**src/rtl/div_pkg.sv**
```systemverilog
// div_pkg: shared constants and FSM state encoding for the sequential divider.
package div_pkg;
    localparam int DIV_WIDTH = 32;
    localparam int DIV_ITERS = 32;
    typedef enum logic [1:0] {IDLE, ITER, FIXUP, DONE} state_t;
endpackage

```
**src/rtl/adder_subtractor.sv**
```systemverilog
// adder_subtractor: W-bit ripple-style adder; sub inverts b so a - b needs cin=1.
module adder_subtractor #(
    parameter int W = 32
) (
    input  logic [W-1:0] a,
    input  logic [W-1:0] b,
    input  logic         sub,
    input  logic         cin,
    output logic [W-1:0] sum,
    output logic         cout
);
    assign {cout, sum} = {1'b0, a} + {1'b0, sub ? ~b : b} + {{W{1'b0}}, cin};
endmodule

```
**src/rtl/div_step.sv**
```systemverilog
// div_step: one restoring-division step (shift in dividend bit, trial subtract, select).
module div_step
    import div_pkg::*;
(
    input  logic [DIV_WIDTH-1:0] rem,
    input  logic                 dq_msb,
    input  logic [DIV_WIDTH-1:0] divisor,
    output logic [DIV_WIDTH-1:0] rem_nx,
    output logic                 qbit
);
    logic [DIV_WIDTH-1:0] shifted, diff;
    logic                 cout;
    assign shifted = {rem[DIV_WIDTH-2:0], dq_msb};
    adder_subtractor #(.W(DIV_WIDTH)) u_sub (
        .a(shifted), .b(divisor), .sub(1'b1), .cin(1'b1), .sum(diff), .cout(cout)
    );
    // rem's top bit is the shifted-out 33rd bit, so the trial subtract always fits then
    assign qbit   = rem[DIV_WIDTH-1] | cout;
    assign rem_nx = qbit ? diff : shifted;
endmodule

```
**src/rtl/div_seq32.sv**
```systemverilog
// div_seq32: 32-cycle restoring divider with FIXUP and DONE stages.
// Define DIV_SIGNED_EN for two's-complement operands (truncating quotient, remainder follows dividend).
module div_seq32
    import div_pkg::*;
#(
    parameter int WIDTH = DIV_WIDTH
) (
    input  logic             clock,
    input  logic             reset_n,
    input  logic             start,
    input  logic [WIDTH-1:0] dividend,
    input  logic [WIDTH-1:0] divisor,
    output logic             busy,
    output logic             result_ready,
    output logic [WIDTH-1:0] quotient,
    output logic [WIDTH-1:0] remainder,
    output logic             exception
);
    state_t           state, state_nx;
    logic [4:0]       count;
    logic [WIDTH-1:0] rem, dq, dvs, rem_nx;
    logic [WIDTH-1:0] dividend_mag, divisor_mag, q_fix, r_fix;
    logic             qbit, div_zero;
    assign div_zero = divisor == '0;
`ifdef DIV_SIGNED_EN
    logic             q_neg, r_neg;
    logic [WIDTH-1:0] neg_a, neg_b;
    logic [1:0]       neg_cout_unused;
    // Both negators are shared: operand magnitudes in IDLE, result sign fix in FIXUP
    adder_subtractor #(.W(WIDTH)) u_neg_a (
        .a('0), .b(state == IDLE ? dividend : dq), .sub(1'b1), .cin(1'b1),
        .sum(neg_a), .cout(neg_cout_unused[0])
    );
    adder_subtractor #(.W(WIDTH)) u_neg_b (
        .a('0), .b(state == IDLE ? divisor : rem), .sub(1'b1), .cin(1'b1),
        .sum(neg_b), .cout(neg_cout_unused[1])
    );
    assign dividend_mag = dividend[WIDTH-1] ? neg_a : dividend;
    assign divisor_mag  = divisor[WIDTH-1] ? neg_b : divisor;
    assign q_fix        = q_neg ? neg_a : dq;
    assign r_fix        = r_neg ? neg_b : rem;
    always_ff @(posedge clock) begin
        if (!reset_n) begin
            q_neg <= 1'b0;
            r_neg <= 1'b0;
        end else if (state == IDLE && start) begin
            q_neg <= dividend[WIDTH-1] ^ divisor[WIDTH-1];
            r_neg <= dividend[WIDTH-1];
        end
    end
`else
    assign dividend_mag = dividend;
    assign divisor_mag  = divisor;
    assign q_fix        = dq;
    assign r_fix        = rem;
`endif
    div_step u_step (.rem(rem), .dq_msb(dq[WIDTH-1]), .divisor(dvs), .rem_nx(rem_nx), .qbit(qbit));
    always_ff @(posedge clock) begin
        if (!reset_n) state <= IDLE;
        else          state <= state_nx;
    end
    always_comb begin
        state_nx     = state == IDLE  ? (start ? (div_zero ? DONE : ITER) : IDLE) :
                       state == ITER  ? (count == 5'(DIV_ITERS - 1) ? FIXUP : ITER) :
                       state == FIXUP ? DONE : IDLE;
        busy         = state == ITER || state == FIXUP;
        result_ready = state == DONE;
    end
    always_ff @(posedge clock) begin
        if (!reset_n) begin
            count     <= '0;
            rem       <= '0;
            dq        <= '0;
            dvs       <= '0;
            quotient  <= '0;
            remainder <= '0;
            exception <= 1'b0;
        end else begin
            case (state)
                IDLE: if (start) begin
                    if (div_zero) begin
                        quotient  <= '0;
                        remainder <= dividend;
                        exception <= 1'b1;
                    end else begin
                        rem   <= '0;
                        dq    <= dividend_mag;
                        dvs   <= divisor_mag;
                        count <= '0;
                    end
                end
                ITER: begin
                    rem   <= rem_nx;
                    dq    <= {dq[WIDTH-2:0], qbit};
                    count <= count + 5'd1;
                end
                FIXUP: begin
                    quotient  <= q_fix;
                    remainder <= r_fix;
                    exception <= 1'b0;
                end
                default: ;
            endcase
        end
    end
endmodule

```
**config.mk**
```make
export PLATFORM = sky130hd
export DESIGN_NAME = div_seq32
export DESIGN_NICKNAME = d
export VERILOG_FILES = /design/src/rtl/div_pkg.sv /design/src/rtl/adder_subtractor.sv /design/src/rtl/div_step.sv /design/src/rtl/div_seq32.sv
export SDC_FILE = /design/constraint.sdc
export NUM_CORES = 1
export LEC_CHECK = 0
export CORE_MARGIN = 4
export CORE_UTILIZATION = 59
export DETAILED_ROUTE_END_ITERATION = 10
export HOLD_SLACK_MARGIN = 0.06
export PLACE_DENSITY = 0.86
export SYNTH_ARGS = -nofsm -noshare
export SYNTH_HDL_FRONTEND = slang
export SYNTH_SLANG_ARGS = --single-unit
```
**constraint.sdc**
```tcl
create_clock -name clock -period 5.6 [get_ports clock]
set_clock_uncertainty 0.1 [all_clocks]
set_input_delay 0.84 -clock clock [delete_from_list [all_inputs] [get_ports clock]]
set_output_delay 0.84 -clock clock [all_outputs]
set_load 0.02 [all_outputs]
```
After elaboration in Yosys (flattened, before gate mapping). Cells that the tools add are included.

Register bits after elaboration: 168. Bits of input ports: 67. Output and inout bits: 67. Logic and storage cells: 54.

Add/sub/neg operators: 3. Eq/ne operators: 7. Muxes and demuxes: 25. Bitwise logic cells: 3. Reductions and logical operators: 8.

Operator list (count): $mux W32 (9); $pmux W32 S2 (4); $add A32 B32 Y33 (1); $add A33 B1 Y33 const B (1); $logic_not A32 Y1 (1); $not A32 Y32 (1); $mux W2 (6); $mux W5 (2); $pmux W5 S2 (1); $reduce_and A3 Y1 (3); $ne A2 B2 Y1 const B (3); $add A5 B1 Y5 const B (1); $eq A5 B5 Y1 const B (1); $eq A2 B2 Y1 const B (2); $reduce_bool A2 Y1 (2); $eq A2 B1 Y1 const B (1); $logic_not A2 Y1 (1); $mux W1 (2); $pmux W1 S2 (1); $logic_or A1 B1 Y1 (1); $not A1 Y1 (1); $or A1 B1 Y1 (1).

Depth between registers and ports, before layout.
Depth in word-level cells: 6. Mapped depth: 15. Gate-level depth less buffers: 13.

By module. A second synthesis with hierarchy kept.

Cells, all modules: 892. Area total of the unflattened synthesis: 8986.1 sq um.

By module, submodules not included: div_seq32 (times used 1, cells each 578, area an instance 6526.3 sq um, sequential area each 3363.2 sq um); adder_subtractor (times used 1, cells each 276, area an instance 2039.5 sq um, sequential area each 0.0 sq um); div_step (times used 1, cells each 38, area an instance 420.4 sq um, sequential area each 0.0 sq um).

Worst setup path before layout. Ideal clock, no wire load.

Path type: reg2reg. Start point: register dq[31]. End point: register rem[10] (netlist: r_fix[10]). Setup time: 128 ps. Arrival time: 2699 ps. Data required time: 5372 ps. Slack: 2673 ps. Cell stages (with the launch flop): 15. Buffers on the path: 2. Clock period less this slack: 2927 ps. Cell sequence: dfxtp_1 inv_1 ha_1 inv_1 fa_1 a21o_1 a21oi_2 o211ai_2 a31oi_4 a211oi_1 or3_1 buf_6 buf_6 mux2i_1 o21ai_1.

Cells in the longest elaborated chain, start to end: 5.

Ends and longest elaborated chain: start, declared (line div_seq32.sv:21) `logic [WIDTH-1:0] rem, dq, dvs, rem_nx;`; start signal, assigned (line div_seq32.sv:87) `dq <= dividend_mag;`; start signal, assigned (line div_seq32.sv:94) `dq <= {dq[WIDTH-2:0], qbit};`; $add A32 B32 Y33 * (line adder_subtractor.sv:12) `assign {cout, sum} = {1'b0, a} + {1'b0, sub ? ~b : b} + {{W{1'b0}}, cin};`; $add A33 B1 Y33 * (line adder_subtractor.sv:12); $or A1 B1 Y1 (line div_step.sv:18) `assign qbit = rem[DIV_WIDTH-1] | cout;`; $mux W32 * (line div_step.sv:19) `assign rem_nx = qbit ? diff : shifted;`; $pmux W32 S2 * (line div_seq32.sv:79) `case (state)`; end signal, assigned (line div_seq32.sv:93) `rem <= rem_nx;`; end, declared (line div_seq32.sv:21).

Every way passes the cells marked *; elsewhere a longest branch is shown, timed or not. A chain may end at the register's enable or synchronous reset.

Worst setup path after layout.
Start point: input divisor[3]. End point: register quotient[1].

Cells in the longest elaborated chain, start to end: 3.

Ends and longest elaborated chain: start, declared (line div_seq32.sv:12) `input logic [WIDTH-1:0] divisor,`; $logic_not A32 Y1 (line div_seq32.sv:24) `assign div_zero = divisor == '0;`; $ne A2 B2 Y1 (no line); $reduce_and A3 Y1 (no line); end signal, assigned (line div_seq32.sv:98) `quotient <= q_fix;`; end, declared (line div_seq32.sv:15) `output logic [WIDTH-1:0] quotient,`.

No other way between the ends.

==> results <==
- The total detailed-routing wirelength is 21890 µm.
- Internal power comes to 0.002116 W.
- In this run the deepest clock path goes through 2 buffers.
- At the worst endpoint, the arrival time is 3990 ps.
- The upper clock frequency limit is 266.4 MHz.
- The last weighted congestion value of the routability-driven placer is 0.9003.
- Setup repair after global routing left no endpoint under its margin.
- The worst-margin pin slew is 894.8 ps.
- Summed over all failing endpoints, the final setup total negative slack is 0 ps.
- The worst setup path is captured at a register.
- The synthesized design contains 0 enable-type register cells.
- The warning count from the yosys run is 0.
- The cell family contributing the most delay on the critical path is simple AND/OR/NAND/NOR gates.
- The clock edge transition at the registers on the reported setup and hold paths is 60 ps.
- The switching part of the total power is 25.16%.
- The required time at the worst-slack endpoint is 5840 ps.
- The routed wirelength normalized by instance count is 16.99 µm.
- The floorplan step set the die height to 128.8 µm.
- Per report_power, the sequential group accounts for 44.7% of the total.
- Hold repair after CTS inserted 0 buffers.
- Max-cap violations in this run came to 0.
- Counting every instance in the synthesized netlist gives 1005.
- In the final layout, the multi-input gates occupy 4806 µm².
- The per-instance average area after synthesis is 8.572 µm².
- The filler cell count in the final layout is 1036.
- The run finished with clean final reports.
- Combinational logic burns 13.9% of the power.
- In this run the remaining antenna-violating nets after routing total 0.
- Cells with a size suffix above 1 make up 5.230% of the layout.
- The area of all sequential standard cells is 3363 µm².
- The area of the core region is 14100 µm².
- The signal on the critical path passes through clkdlybuf4s50_1 -> nor4_1 -> nand2_1 -> nor4_2 -> and2b_1 -> a21o_2 -> buf_4 -> nand3_1 -> a21oi_1.
- For this run, the total global-route usage over all layers was measured as 26.50%.
- The die covers 16600 µm².
- The maximum single-stage delay on the critical path is 600 ps.
- The class of the tightest hold or removal check is reg -> reg.
- Counting flops and latches in the post-synthesis netlist gives 168.
- In this run, post-CTS repair resized a total of 0 instances.
- The final net count is 1203.
- The pin count of the biggest net entering global routing is 83.
- The number of antenna diodes in the final layout is 0.
- The async set-or-reset flop fraction in the synthesized netlist is 0%.
- In this run the cell area of the synthesized design comes to 8615 µm².
- For this configuration, the core starts out at a cell density of 61.11%.
- The number of nets in the synthesized netlist is 1111.
- The count of standard-cell rows is 43.
- Measured on the finished design, the core utilization comes to 74.84%.
- The number of distinct library cells after synthesis is 57.
- The max-slew violation count is 0.
- The period utilization is 67.04%.
- The setup path with the least slack is of type in -> reg.
- Setup violations remaining at the end of the flow were counted as 0.
- The number of remaining DRC errors is 0.
- In this run the post-CTS setup repair buffer count came out at 0.
- The number of ports placed on the die boundary is 134.
- The H-tree level count is 4.
- The most used flip-flop cell after synthesis is sky130_fd_sc_hd__dfxtp_1.
- The number of antenna violations at the first check in global routing was 0.
- The violation count after the first detailed-route iteration is 689.
- The part of the total power dissipated in the clock network is 41.4%.
- Summed over all cells, the static leakage comes to 3.945 nW.
- The worst setup path is launched from an input port.
- The via count of the routed design is 7578.
- The headroom to the max-slew limit is 40.35%.
- The number of buffers added by the clock tree synthesis step is 17.
- The critical-path cell with the highest stage delay is sky130_fd_sc_hd__a21o_2.
- The die is 128.8 µm wide.
- The first detailed-routing pass ran for 5 iterations.
- The maximum net fanout on the critical path is 41.
- The number of buffers and inverters on the critical path is 2.
- Using the TritonRoute via totals, the vias-per-cell ratio works out to 5.879.
- VDD sags by at most 0.2261 mV.
- Global routing finished with a remaining overflow of 0.
- The first global-routing pass estimated 35370 µm of wire.
- Dividing total power by cell area gives a power density of 268.0 nW/µm².
- The share of the Yosys chip area taken by registers is 39.04%.
- The final number of hold-violating endpoints came to 0.
- Clock tree synthesis selected as its root buffer the cell sky130_fd_sc_hd__clkbuf_16.
- The CTS tree is done.
- Detailed placement finished with a half-perimeter wire length of 15270 µm.
- The total clock sinks is 168.
- The signed area change from the synthesized netlist to the final layout is 22.45%.
- Input and output buffers added on the ports amount to 133.
- The number of global-route vias before repair was 6960.
- The net switching power of the design is 0.0007112 W.
- Counting I/O delays and the setup requirement, the final critical path takes 3754 ps.
- The clock latency of the later-clocked register in the worst-skew pair is 430 ps.
[worst register-to-register path: cells and delay by family (launching register included)]
family / cells / cell delay, ps
adders and majority gates: 2 / 570
and+or+nand+nor: 2 / 730
buffers and inverters: 3 / 400
AOI/OAI and AO/OA: 6 / 1160
DFF: 1 / 370
[area by class of cell]
cell class	instances	share of cell area, %
multi-input cells	723	45.56
flip-flops and latches	168	31.88
repair buffers	143	13.33
clock buffers	22	4.306
well taps	180	2.135
inverters	44	1.601
clock inverters	9	1.186
[through the flow]
stage	instance area (µm²)	hold WS [ps]	worst slack, ps	power, W	std cells
6_report	10550	348.9	1846	0.002827	1289
5_1_grt	10550	363.5	1612	0.002925	1289
4_1_cts	10550	352.5	1808	0.002829	1289
3_5_place_dp	9970	344.7	1452	0.001671	1258
3_3_place_gp	9970	340.2	1549	0.001662	1258
2_1_floorplan	8615	336.2	2673	0.001555	1005
[logic make-up (layout without fill, tap and decap cells)]
family | after synthesis | count (layout) | synth area share (%)
buffers and inverters | 114 | 218 | 5.417
AND/OR/NAND/NOR | 284 | 284 | 14.21
AO/OA/AOI/OAI | 259 | 259 | 19.61
XOR/XNOR | 29 | 29 | 2.948
multiplexers | 112 | 112 | 13.03
adder cells (fa/ha/maj) | 39 | 39 | 5.752
flip-flops | 168 | 168 | 39.04
[cell usage in the layout, fill, tap and decap left out, drive strengths merged, types with 23 or more instances in the layout]
master,n
dfxtp,168
nor2,120
mux2i,111
o21ai,58
a21oi,69
a21o,23
nand3,44
ha,38
a211oi,65
inv,43
clkdlybuf4s50,133
nand2,86
[synth_stat cells, types with 3 or more instances]
| master | count | area, µm² |
|---|---|---|
| sky130_fd_sc_hd__buf_2 | 5 | 25.02 |
| sky130_fd_sc_hd__or3_1 | 3 | 18.77 |
| sky130_fd_sc_hd__o21ai_1 | 33 | 165.2 |
| sky130_fd_sc_hd__a21o_1 | 23 | 172.7 |
| sky130_fd_sc_hd__a22oi_1 | 6 | 45.04 |
| sky130_fd_sc_hd__clkbuf_1 | 55 | 206.5 |
| sky130_fd_sc_hd__xor2_1 | 10 | 87.58 |
| sky130_fd_sc_hd__a32oi_1 | 8 | 70.07 |
| sky130_fd_sc_hd__o21a_1 | 3 | 22.52 |
| sky130_fd_sc_hd__dfxtp_1 | 168 | 3363 |
| sky130_fd_sc_hd__a21oi_1 | 68 | 340.3 |
| sky130_fd_sc_hd__a211oi_1 | 65 | 488.0 |
| sky130_fd_sc_hd__nand3_1 | 44 | 220.2 |
| sky130_fd_sc_hd__o21ai_0 | 25 | 125.1 |
| sky130_fd_sc_hd__inv_1 | 42 | 157.7 |
| sky130_fd_sc_hd__o211ai_1 | 3 | 22.52 |
| sky130_fd_sc_hd__o21bai_1 | 5 | 37.54 |
| sky130_fd_sc_hd__buf_1 | 5 | 18.77 |
| sky130_fd_sc_hd__xnor2_1 | 19 | 166.4 |
| sky130_fd_sc_hd__a31oi_1 | 3 | 18.77 |
| sky130_fd_sc_hd__nand2_1 | 86 | 322.8 |
| sky130_fd_sc_hd__mux2i_1 | 111 | 1111 |
| sky130_fd_sc_hd__o31ai_1 | 3 | 22.52 |
| sky130_fd_sc_hd__and3_1 | 3 | 18.77 |
| sky130_fd_sc_hd__nor4_1 | 8 | 50.05 |
| sky130_fd_sc_hd__nand4_1 | 8 | 50.05 |
| sky130_fd_sc_hd__ha_1 | 38 | 475.5 |
| sky130_fd_sc_hd__nor2_1 | 119 | 446.7 |
| sky130_fd_sc_hd__buf_6 | 4 | 45.04 |
[registers in the layout, summed over array words and instances, names as in the netlist]
| register | cells |
|---|---|
| dq | 32 |
| dvs | 32 |
| quotient | 32 |
| r_fix | 32 |
| remainder | 32 |
| count | 5 |
| state | 2 |
| exception | 1 |
[per-layer routing]
| layer | track usage, % | vias to the layer above | share of wire, % |
|---|---|---|---|
| met2 | 42.01 | 266 | 45 |
| met1 | 36.69 | 3503 | 46 |
| li1 | - | 3780 | - |
| met3 | 4.981 | 29 | 7.3 |
| met5 | 0 | - | 0 |
| met4 | 8.400 | 0 | 1.8 |
[worst paths after layout]
kind / startpoint / endpoint / slack [ps] / cells past startpoint
worst max-delay path: divisor[3] / quotient[1]$_SDFFE_PN0P_ / 1850 / 9
worst min-delay path: quotient[10]$_SDFFE_PN0P_ / quotient[10]$_SDFFE_PN0P_ / 350 / 2
worst max register to register: dq[31]$_SDFFE_PN0P_ / r_fix[22]$_SDFFE_PN0P_ / 2140 / 13
worst min register to register: quotient[10]$_SDFFE_PN0P_ / quotient[10]$_SDFFE_PN0P_ / 350 / 2
[power by group through the flow]
stage	Sequential [W]	Combinational, W	Clock, W
after CTS	0.00126	0.000390	0.00118
final	0.00126	0.000393	0.00117
after floorplan	0.00128	0.000277	0
after detailed placement	0.00129	0.000383	0
after global placement	0.00129	0.000376	0
after global routing	0.00127	0.000431	0.00123
(Power assumes the default switching activity.)
